**src/rtl/calcn_pkg.sv**
```systemverilog
// Shared types, widths and the single-cycle ALU for the calcn N-port datapath.
// Request storage uses these package widths; the core's DATA_W/TAG_W must match them.
package calcn_pkg;

    localparam int unsigned CALCN_DATA_W = 32;
    localparam int unsigned CALCN_TAG_W  = 2;
    localparam int unsigned CALCN_CMD_W  = 4;
    localparam int unsigned SHAMT_W      = $clog2(CALCN_DATA_W);

    typedef enum logic [CALCN_CMD_W-1:0] {
        CmdNop = 4'd0,
        CmdAdd = 4'd1,
        CmdSub = 4'd2,
        CmdShl = 4'd5,
        CmdShr = 4'd6
    } cmd_e;

    typedef enum logic [1:0] {
        RespNone = 2'd0,
        RespOk   = 2'd1,
        RespOvf  = 2'd2,
        RespInv  = 2'd3
    } resp_e;

    // cmd is kept as a raw vector so undefined opcodes survive the queue intact
    typedef struct packed {
        logic [CALCN_CMD_W-1:0]  cmd;
        logic [CALCN_TAG_W-1:0]  tag;
        logic [CALCN_DATA_W-1:0] op1;
        logic [CALCN_DATA_W-1:0] op2;
    } calcn_req_t;

    typedef struct packed {
        resp_e                   resp;
        logic [CALCN_DATA_W-1:0] data;
    } alu_res_t;

    function automatic alu_res_t calcn_alu(input logic [CALCN_CMD_W-1:0]  cmd,
                                           input logic [CALCN_DATA_W-1:0] op1,
                                           input logic [CALCN_DATA_W-1:0] op2);
        alu_res_t                res;
        logic [CALCN_DATA_W:0]   sum;
        logic [SHAMT_W-1:0]      shamt;
        res.resp = RespInv;
        res.data = '0;
        sum      = {1'b0, op1} + {1'b0, op2};
        shamt    = op2[SHAMT_W-1:0];
        case (cmd)
            CmdNop: res.resp = RespNone;
            CmdAdd: begin
                if (sum[CALCN_DATA_W]) begin
                    res.resp = RespOvf;
                end else begin
                    res.resp = RespOk;
                    res.data = sum[CALCN_DATA_W-1:0];
                end
            end
            CmdSub: begin
                if (op1 < op2) begin
                    res.resp = RespOvf;
                end else begin
                    res.resp = RespOk;
                    res.data = op1 - op2;
                end
            end
            CmdShl: begin
                res.resp = RespOk;
                res.data = op1 << shamt;
            end
            CmdShr: begin
                res.resp = RespOk;
                res.data = op1 >> shamt;
            end
            default: begin
                res.resp = RespInv;
                res.data = '0;
            end
        endcase
        return res;
    endfunction

endpackage

```
**src/rtl/calcn_port_queue.sv**
```systemverilog
// One request port: two-cycle capture FSM feeding a FIFO, with a registered full flag.
module calcn_port_queue
    import calcn_pkg::*;
#(
    parameter int unsigned FIFO_DEPTH = 4
) (
    input  logic                    c_clk,
    input  logic                    reset,
    input  logic [CALCN_CMD_W-1:0]  cmd_i,
    input  logic [CALCN_DATA_W-1:0] data_i,
    input  logic [CALCN_TAG_W-1:0]  tag_i,
    input  logic                    pop_i,
    output logic                    busy_o,
    output logic                    empty_o,
    output calcn_req_t              head_o
);

    localparam int unsigned PtrW = $clog2(FIFO_DEPTH);
    localparam logic [PtrW:0] Full = (PtrW + 1)'(FIFO_DEPTH);

    typedef enum logic [0:0] {StIdle, StOp2} cap_state_e;

    cap_state_e              state_q;
    logic [CALCN_CMD_W-1:0]  cmd_q;
    logic [CALCN_TAG_W-1:0]  tag_q;
    logic [CALCN_DATA_W-1:0] op1_q;
    calcn_req_t              mem_q [FIFO_DEPTH];
    logic [PtrW-1:0]         wptr_q;
    logic [PtrW-1:0]         rptr_q;
    logic [PtrW:0]           count_q;
    logic [PtrW:0]           count_d;
    logic                    busy_q;
    logic                    push;

    // The IDLE check reserved a slot one cycle ago; only pops happened since.
    assign push = (state_q == StOp2);

    always_comb begin
        count_d = count_q;
        if (push && !pop_i) begin
            count_d = count_q + 1'b1;
        end else if (!push && pop_i) begin
            count_d = count_q - 1'b1;
        end
    end

    always_ff @(posedge c_clk) begin
        if (!reset) begin
            state_q <= StIdle;
            cmd_q   <= '0;
            tag_q   <= '0;
            op1_q   <= '0;
            wptr_q  <= '0;
            rptr_q  <= '0;
            count_q <= '0;
            busy_q  <= 1'b0;
        end else begin
            unique case (state_q)
                StIdle: begin
                    if ((cmd_i != '0) && !busy_q) begin
                        cmd_q   <= cmd_i;
                        tag_q   <= tag_i;
                        op1_q   <= data_i;
                        state_q <= StOp2;
                    end
                end
                StOp2: begin
                    mem_q[wptr_q] <= '{cmd: cmd_q, tag: tag_q, op1: op1_q, op2: data_i};
                    wptr_q        <= wptr_q + 1'b1;
                    state_q       <= StIdle;
                end
                default: state_q <= StIdle;
            endcase
            if (pop_i) begin
                rptr_q <= rptr_q + 1'b1;
            end
            count_q <= count_d;
            busy_q  <= (count_d == Full);
        end
    end

    assign busy_o  = busy_q;
    assign empty_o = (count_q == '0);
    assign head_o  = mem_q[rptr_q];

endmodule

```
**src/rtl/calcn_core.sv**
```systemverilog
// N-port calculator: per-port request queues, round-robin issue to one shared ALU,
// and a registered response demux back to the originating port.
module calcn_core
    import calcn_pkg::*;
#(
    parameter int unsigned NUM_PORTS  = 4,
    parameter int unsigned DATA_W     = CALCN_DATA_W,
    parameter int unsigned TAG_W      = CALCN_TAG_W,
    parameter int unsigned FIFO_DEPTH = 4
) (
    input  logic                               c_clk,
    input  logic                               reset,
    input  logic [NUM_PORTS-1:0][3:0]          req_cmd_in,
    input  logic [NUM_PORTS-1:0][DATA_W-1:0]   req_data_in,
    input  logic [NUM_PORTS-1:0][TAG_W-1:0]    req_tag_in,
    output logic [NUM_PORTS-1:0]               req_busy,
    output logic [NUM_PORTS-1:0][1:0]          out_resp,
    output logic [NUM_PORTS-1:0][DATA_W-1:0]   out_data,
    output logic [NUM_PORTS-1:0][TAG_W-1:0]    out_tag
);

    localparam int unsigned PortW = (NUM_PORTS > 1) ? $clog2(NUM_PORTS) : 1;

    logic [NUM_PORTS-1:0] empty;
    logic [NUM_PORTS-1:0] pop;
    calcn_req_t           heads [NUM_PORTS];

    // ptr_q is the first port searched next cycle, i.e. last grant + 1.
    logic [PortW-1:0] ptr_q;
    logic [PortW-1:0] ptr_d;
    logic [PortW-1:0] gnt_idx;
    logic             gnt_valid;
    calcn_req_t       gnt_req;
    alu_res_t         alu_res;

    always_comb begin
        logic [PortW-1:0] cand;
        cand      = '0;
        gnt_valid = 1'b0;
        gnt_idx   = '0;
        for (int unsigned i = 0; i < NUM_PORTS; i++) begin
            cand = PortW'((32'(ptr_q) + i) % NUM_PORTS);
            if (!gnt_valid && !empty[cand]) begin
                gnt_valid = 1'b1;
                gnt_idx   = cand;
            end
        end
    end

    always_comb begin
        ptr_d = ptr_q;
        if (gnt_valid) begin
            ptr_d = PortW'((32'(gnt_idx) + 1) % NUM_PORTS);
        end
    end

    always_ff @(posedge c_clk) begin
        if (!reset) begin
            ptr_q <= '0;
        end else begin
            ptr_q <= ptr_d;
        end
    end

    assign gnt_req = heads[gnt_idx];
    assign alu_res = calcn_alu(gnt_req.cmd, gnt_req.op1, gnt_req.op2);

    for (genvar p = 0; p < NUM_PORTS; p++) begin : g_port
        logic [1:0]        resp_q;
        logic [DATA_W-1:0] data_q;
        logic [TAG_W-1:0]  tag_q;

        calcn_port_queue #(
            .FIFO_DEPTH (FIFO_DEPTH)
        ) u_queue (
            .c_clk   (c_clk),
            .reset   (reset),
            .cmd_i   (req_cmd_in[p]),
            .data_i  (req_data_in[p]),
            .tag_i   (req_tag_in[p]),
            .pop_i   (pop[p]),
            .busy_o  (req_busy[p]),
            .empty_o (empty[p]),
            .head_o  (heads[p])
        );

        assign pop[p] = gnt_valid && (gnt_idx == PortW'(p));

        // Responses are one-cycle pulses; idle ports drive all zeros.
        always_ff @(posedge c_clk) begin
            if (!reset) begin
                resp_q <= '0;
                data_q <= '0;
                tag_q  <= '0;
            end else if (pop[p]) begin
                resp_q <= alu_res.resp;
                data_q <= alu_res.data;
                tag_q  <= gnt_req.tag;
            end else begin
                resp_q <= '0;
                data_q <= '0;
                tag_q  <= '0;
            end
        end

        assign out_resp[p] = resp_q;
        assign out_data[p] = data_q;
        assign out_tag[p]  = tag_q;
    end

endmodule

```
**config.mk**
```make
export PLATFORM = sky130hd
export DESIGN_NAME = calcn_core
export DESIGN_NICKNAME = d
export VERILOG_FILES = /design/src/rtl/calcn_pkg.sv /design/src/rtl/calcn_port_queue.sv /design/src/rtl/calcn_core.sv
export SDC_FILE = /design/constraint.sdc
export NUM_CORES = 2
export LEC_CHECK = 0
export CAP_MARGIN = 20
export CELL_PAD_IN_SITES_DETAIL_PLACEMENT = 1
export CELL_PAD_IN_SITES_GLOBAL_PLACEMENT = 1
export CORE_ASPECT_RATIO = 2
export CORE_MARGIN = 2
export CORE_UTILIZATION = 31
export DETAILED_ROUTE_END_ITERATION = 8
export PLACE_DENSITY_LB_ADDON = 0.1
export SYNTH_ARGS = -nofsm -noshare
export SYNTH_HDL_FRONTEND = slang
export SYNTH_HIERARCHICAL = 1
export SYNTH_SLANG_ARGS = --single-unit
```
**constraint.sdc**
```tcl
create_clock -name c_clk -period 8.7 [get_ports c_clk]
set_input_delay 1.74 -clock c_clk [delete_from_list [all_inputs] [get_ports c_clk]]
set_output_delay 1.74 -clock c_clk [all_outputs]
set_load 0.01 [all_outputs]
```
Yosys cells after proc, flatten, opt, wreduce, memory -nomap -nowiden
Memory sizes are Yosys's and may differ from the RTL's. A register that Yosys moved wholly into a read port is not among the register bits. Index checks and enable logic that the tools add are counted.

Register bits: 334. Memory bits (writable): 1120. Output and inout bits: 148. Word-level logic and storage cells: 211. Memories kept: 4.

Memories: g_port[0].u_queue.mem_q (depth 4, width 70, rd ports 1, clocked after memory_dff 1, wr ports 1, line calcn_port_queue.sv:27) `calcn_req_t mem_q [FIFO_DEPTH];`; g_port[1].u_queue.mem_q (depth 4, width 70, rd ports 1, clocked after memory_dff 1, wr ports 1, line calcn_port_queue.sv:27); g_port[2].u_queue.mem_q (depth 4, width 70, rd ports 1, clocked after memory_dff 1, wr ports 1, line calcn_port_queue.sv:27); g_port[3].u_queue.mem_q (depth 4, width 70, rd ports 1, clocked after memory_dff 1, wr ports 1, line calcn_port_queue.sv:27).

Add/subtract/negate cells: 22. Magnitude comparators: 6. Equality and inequality tests: 11. Shift operators: 2. Mux-type cells: 61. Bitwise logic cells: 5. Reduce and logical (&&, ||, !) cells: 55.

Operator list (number): $bmux 70 s2 (1); $mux 70 (2); $pmux 32 s4 (1); $mux 32 (2); $add 32x32->33 (1); $lt 32x32->1 (1); $shl 32x5->32 (1); $shr 32x5->32 (1); $sub 32x32->32 (1); $mux 2 (14); $mux 1 (24); $mux 3 (8); $add 2x1->2 const B (10); $logic_and 1x1->1 (19); $logic_not 1->1 (17); $reduce_and 2->1 (8); $reduce_bool 4->1 (4); $add 3x1->3 const B (4); $eq 3x3->1 const B (4); $logic_not 3->1 (4); $lt 2x3->1 const B (4); $sub 3x1->3 const B (4); $bmux 1 s2 (4); $eq 4x3->1 const B (2); 13 further kinds (21).

Depth between registers and ports, before layout
Depth after elaboration: 19. Mapped depth: 28. Mapped depth without buffers: 23.

Hierarchy
The synthesis kept the hierarchy.

Modules (own cells, without submodules): calcn_port_queue (times used 4, cells an instance 606, area an instance 12268.0 um^2, sequential area each 9389.0 um^2); calcn_core (times used 1, cells an instance 1963, area an instance 14321.2 um^2, sequential area each 2922.8 um^2).

Least setup slack after synthesis
No wires, ideal clock.

Kind: register to register. From: reg g_port[0].u_queue.count_q[0]. To: reg g_port[3].data_q[31]. Setup time: 0.071 ns. Data arrival time: 5.700 ns. Data required time: 8.629 ns. Slack: 2.928 ns. Stages on the path, launching flop included: 26. Clock period less this slack: 5.772 ns. Cells stage by stage: dfxtp_1 -> inv_1 -> ha_1 -> ha_1 -> or2_4 -> a21oi_4 -> clkbuf_1 -> o21ai_0 -> and3_1 -> nor2_1 -> buf_2 -> buf_2 -> buf_2 -> ha_1 -> buf_2 -> o21bai_1 -> o2111ai_1 -> a2111oi_1 -> a311oi_1 -> and2_1 -> or4_1 -> buf_2 -> or3_1 -> mux2i_1 -> nor2_1 -> a21oi_1.

Longest elaborated chain between the ends: 19. Elaborated cells between the ends (all ways): 44. Classes of those cells: add/sub (2); order compare (1); eq/ne (5); shift (2); mux (22); bitwise (1); reduce/logical (11).

RTL lines: from (decl) (line calcn_port_queue.sv:30) `logic [PtrW:0] count_q;`; from (signal assigned) (line calcn_port_queue.sv:77) `count_q <= count_d;`; $logic_not 3->1 * (line calcn_port_queue.sv:83) `assign empty_o = (count_q == '0);`; via empty[0] (line calcn_core.sv:24) `logic [NUM_PORTS-1:0] empty;`; $bmux 1 s2 (line calcn_core.sv:43) `if (!gnt_valid && !empty[cand]) begin`; $mux 1 (not written as such) (line calcn_core.sv:43); $logic_not 1->1 (line calcn_core.sv:43); $logic_and 1x1->1 (line calcn_core.sv:43); $mux 1 (line calcn_core.sv:43); $logic_not 1->1 (line calcn_core.sv:43); [3 not listed]; $logic_and 1x1->1 (line calcn_core.sv:43); $mux 2 (line calcn_core.sv:43); $not 2->3 (not written as such) (line calcn_core.sv:65) `assign gnt_req = heads[gnt_idx];`; $bmux 70 s2 (line calcn_core.sv:65); $mux 70 (not written as such) (2 in series) (line calcn_core.sv:65); $sub 32x32->32, or another cell as far along (line calcn_pkg.sv:63) `res.data = op1 - op2;`; $mux 32, on equally long branches (line calcn_pkg.sv:59, calcn_pkg.sv:51); $pmux 32 s4 (line calcn_pkg.sv:48) `case (cmd)`; to (signal assigned) (line calcn_core.sv:97) `data_q <= alu_res.data;`; to (decl) (line calcn_core.sv:70) `logic [DATA_W-1:0] data_q;`.

The timed path passes the listed nets; every way through them passes the cells marked *. The select of a mux whose other input is x is not followed. A chain may end at the register's enable or synchronous reset.

Worst setup path after layout
From: reg g_port[2].u_queue.count_q[0]. To: reg g_port[1].data_q[23].

Longest elaborated chain between the ends: 19. Elaborated cells between the ends (all ways): 44. Classes of those cells: add/sub (2); order compare (1); eq/ne (5); shift (2); mux (22); bitwise (1); reduce/logical (11).

RTL lines (line): from (decl) (calcn_port_queue.sv:30); from (signal assigned) (calcn_port_queue.sv:77); $logic_not 3->1 * (calcn_port_queue.sv:83); via empty[2] (calcn_core.sv:24); $bmux 1 s2 (calcn_core.sv:43); $mux 1 (not written as such) (calcn_core.sv:43); $logic_not 1->1 (calcn_core.sv:43); $logic_and 1x1->1 (calcn_core.sv:43); $mux 1 (calcn_core.sv:43); $logic_not 1->1 (calcn_core.sv:43); [3 not listed]; $logic_and 1x1->1 (calcn_core.sv:43); $mux 2 (calcn_core.sv:43); $not 2->3 (not written as such) (calcn_core.sv:65); $bmux 70 s2 (calcn_core.sv:65); $mux 70 (not written as such) (2 in series) (calcn_core.sv:65); $sub 32x32->32, or another cell as far along (calcn_pkg.sv:63); $mux 32, on equally long branches (calcn_pkg.sv:59, calcn_pkg.sv:51); $pmux 32 s4 (calcn_pkg.sv:48); to (signal assigned) (calcn_core.sv:97); to (decl) (calcn_core.sv:70).

Marked as above.

==> results.yml <==
critical_path:
  r2r_slack_ps: 890
  start_kind: "flip-flop"
  worst_path_max_delay_cell: "mux2i_1"
  path_buf_inv: 4
  path_cells: "inv_1, ha_1, ha_1, nand2b_2, o221a_2, nor2_8, buf_12, buf_4, mux2i_1, mux2i_1, ha_1, and3_1, nand3_1, o221ai_1, nor2_1, o31ai_1, a31oi_1, o31ai_1, xnor2_1, a222oi_1, buf_4, a21oi_1"
  critical_path.most_common_cell: "ha_1"
  cp_data_arrival_time_ps: 8450
  crit_path_end_kind: "flip-flop"
  worst_ep_required_time_ps: 9340
  worst_path_largest_cell_delay_ps: 730
  crit_family: "compound AO/OA/AOI/OAI gates"
  critPathMaxFanout: 20
  critical_path_class: "flip-flop to flip-flop"
floorplan:
  io-pin-count: 302
  rows: 234
  die_height_um: 643.5
  start_util_pct: 31.20
  core-area_um2: 203200
  die-area_um2: 208300
  dieWidth_um: 323.8
place:
  detailedPlace.worstSlack_ps: 1054
  port_buffers: 301
  place_congestion: 0.9801
  dp_hpwl_um: 197700
final_layout:
  nets: 4945
  utilization_pct: 36.64
  drive_gt1_share_pct: 19.04
  fill_cells: 20940
  seq_area_um2: 40510
  multiInputGateArea_um2: 21070
  area_delta_synth_final_pct: 17.45
sta:
  timing.final.crit_share_pct: 89.79
  slew_headroom_pct: 15.45
  period_needed_ps: 7811
  worst_slew_pin_slew_ps: 1263
  setup_ws_ps: 888.6
  finalClockSkew_ps: 47.59
  rsz0062_at_grt: "no"
  fin_hold_ws_ps: 473.1
  setup_violations: 0
  fmax_mhz: 128.0
  final.setup.tns_ps: 0
  hold_violations: 0
  drv_slew: 0
yosys:
  ys_warn_count: 6
  synth_enable_flop_cells: 1120
  ys_seq_area_share_pct: 63.85
  async_flop_share_pct: 0
  ys_ff_latch: 1462
  yosys_most_used_dff: "edfxtp_1"
  mappedNetlistNets: 4640
  synth_cell_type_count: 96
  synth_area_per_cell_um2: 14.45
  synth_area_um2: 63390
  syn_inst: 4387
route:
  drc: 0
  detail-route-antenna-nets: 0
  wl_um: 264500
  dr.pass1.iters: 7
  vias: 41070
  wl_per_cell_um: 35.13
  viasPerCell: 5.456
  drtIter0Drc: 2883
clock_network:
  cts_made_buffers: 148
  cts-resized-gates: 0
  cts_hold_buffers: 0
  h-tree-depth: 4
  clk_pin_slew_worst_paths_ps: 60
  cts_tree: "done"
  worstSkewPairLatency_ps: 810
  cts_sinks: 1462
  cts_setup_buffers: 0
  clock_path_buffers: 4
  ctsRootBufferMaster: "clkbuf_16"
run_status:
  status: "finished clean"
global_routing:
  grt_max_degree: 79
  antenna_found_initial: 29
  grt_pass1_wl_um: 363700
  track_usage_pct: 25.28
  grt_overflow: 0
  grt_pass1_vias: 43710
worst_hold_path:
  hold_class: "flip-flop to flip-flop"
run:
  drv_cap: 0
logic make-up (layout without fill, tap and decap cells):
family / Yosys count / in the layout / synth area share [%]
and+or+nand+nor: 932 / 932 / 8.325
AOI/OAI and AO/OA: 1020 / 1020 / 10.11
adders and majority gates: 99 / 99 / 1.978
DFF: 1462 / 1462 / 63.85
muxes: 385 / 385 / 11.71
buffers and inverters: 438 / 852 / 3.322
other: 0 / 13 / 0
xor gates and xnor gates: 51 / 51 / 0.7046
worst paths after layout:
path	startpoint	endpoint	depth (start not counted)
hold / removal	g_port[1].u_queue/op1_q[10]	g_port[1].u_queue/mem_q[2][42]	0
hold reg to reg	g_port[1].u_queue/op1_q[10]	g_port[1].u_queue/mem_q[2][42]	0
setup / recovery	g_port[2].u_queue/count_q[0]	g_port[1].data_q[23]	22
setup reg to reg	g_port[2].u_queue/count_q[0]	g_port[1].data_q[23]	22
metal layers:
layer / global-route usage (%) / up-vias / part of all wire (%)
met1: 26.90 / 21610 / 35
met5: 0 / - / 0.050
met2: 45.98 / 1128 / 53
li1: - / 17810 / -
met3: 3.372 / 496 / 3.8
met4: 16.89 / 22 / 7.9
cells in the final DEF, fill, tap and decap left out, types with 37 or more instances in the layout:
cell type / Yosys / layout
edfxtp_1: 1120 / 1120
dfxtp_1: 342 / 334
a21oi_1: 312 / 312
clkdlybuf4s50_1: 0 / 300
mux4_2: 285 / 285
o21ai_0: 280 / 279
nand3_1: 266 / 266
nor2_1: 168 / 163
buf_4: 39 / 159
clkbuf_16: 0 / 150
nand2_1: 141 / 137
inv_1: 116 / 112
mux2i_1: 99 / 98
ha_1: 97 / 97
o211ai_1: 94 / 94
nand3_2: 80 / 80
nor3_1: 50 / 48
clkbuf_1: 146 / 44
xnor2_1: 42 / 42
a211oi_1: 38 / 37
state kept, by name, summed over array words and instances (netlist names), named ones only:
name                    flops
g_port.u_queue/wptr_q       8
g_port.u_queue/push         4
g_port.u_queue/rptr_q       8
ptr_q                       2
g_port.u_queue/busy_o       4
g_port.resp_q               8
g_port.u_queue/mem_q     1120
g_port.data_q             128
g_port.u_queue/cmd_q       16
g_port.u_queue/op1_q      128
g_port.u_queue/count_q     12
g_port.tag_q                8
g_port.u_queue/tag_q        8
area by class of cell:
type	instances	area share, %
Sequential cell	1462	54.41
Clock inverter	48	0.6033
Inverter	123	0.6251
Multi-Input combinational cell	2487	28.30
Timing Repair Buffer	470	5.880
Antenna cell	13	0.04369
Tap cell	2714	4.561
Clock buffer	211	5.577
synthesized netlist by cell type, drive strengths merged (19+ instances only):
master | n | share of area, %
nand2 | 142 | 0.84
o211ai | 97 | 1.2
mux4 | 285 | 10
nand3 | 346 | 3.4
and3 | 37 | 0.37
mux2i | 99 | 1.6
nor2 | 172 | 1.1
edfxtp | 1120 | 53
a211oi | 41 | 0.51
nand4 | 34 | 0.34
xnor2 | 42 | 0.58
buf | 169 | 1.7
nor4 | 39 | 0.62
nor2b | 21 | 0.21
inv | 122 | 0.73
a21oi | 349 | 3.0
o2111ai | 23 | 0.32
o22ai | 23 | 0.23
and2 | 23 | 0.23
o21ai | 293 | 2.3
dfxtp | 342 | 11
clkbuf | 146 | 0.86
a21o | 19 | 0.23
nor3 | 55 | 0.47
ha | 97 | 1.9
through the flow:
step	cell area [µm²]	std cells
floorplan	63390	4387
global placement	69760	7250
detailed placement	69810	7255
CTS	74410	7514
global route	74430	7518
finish	74460	7528
Power is not shown: default switching activity piles up to over one toggle a cycle in this logic, so the estimate is an artifact.
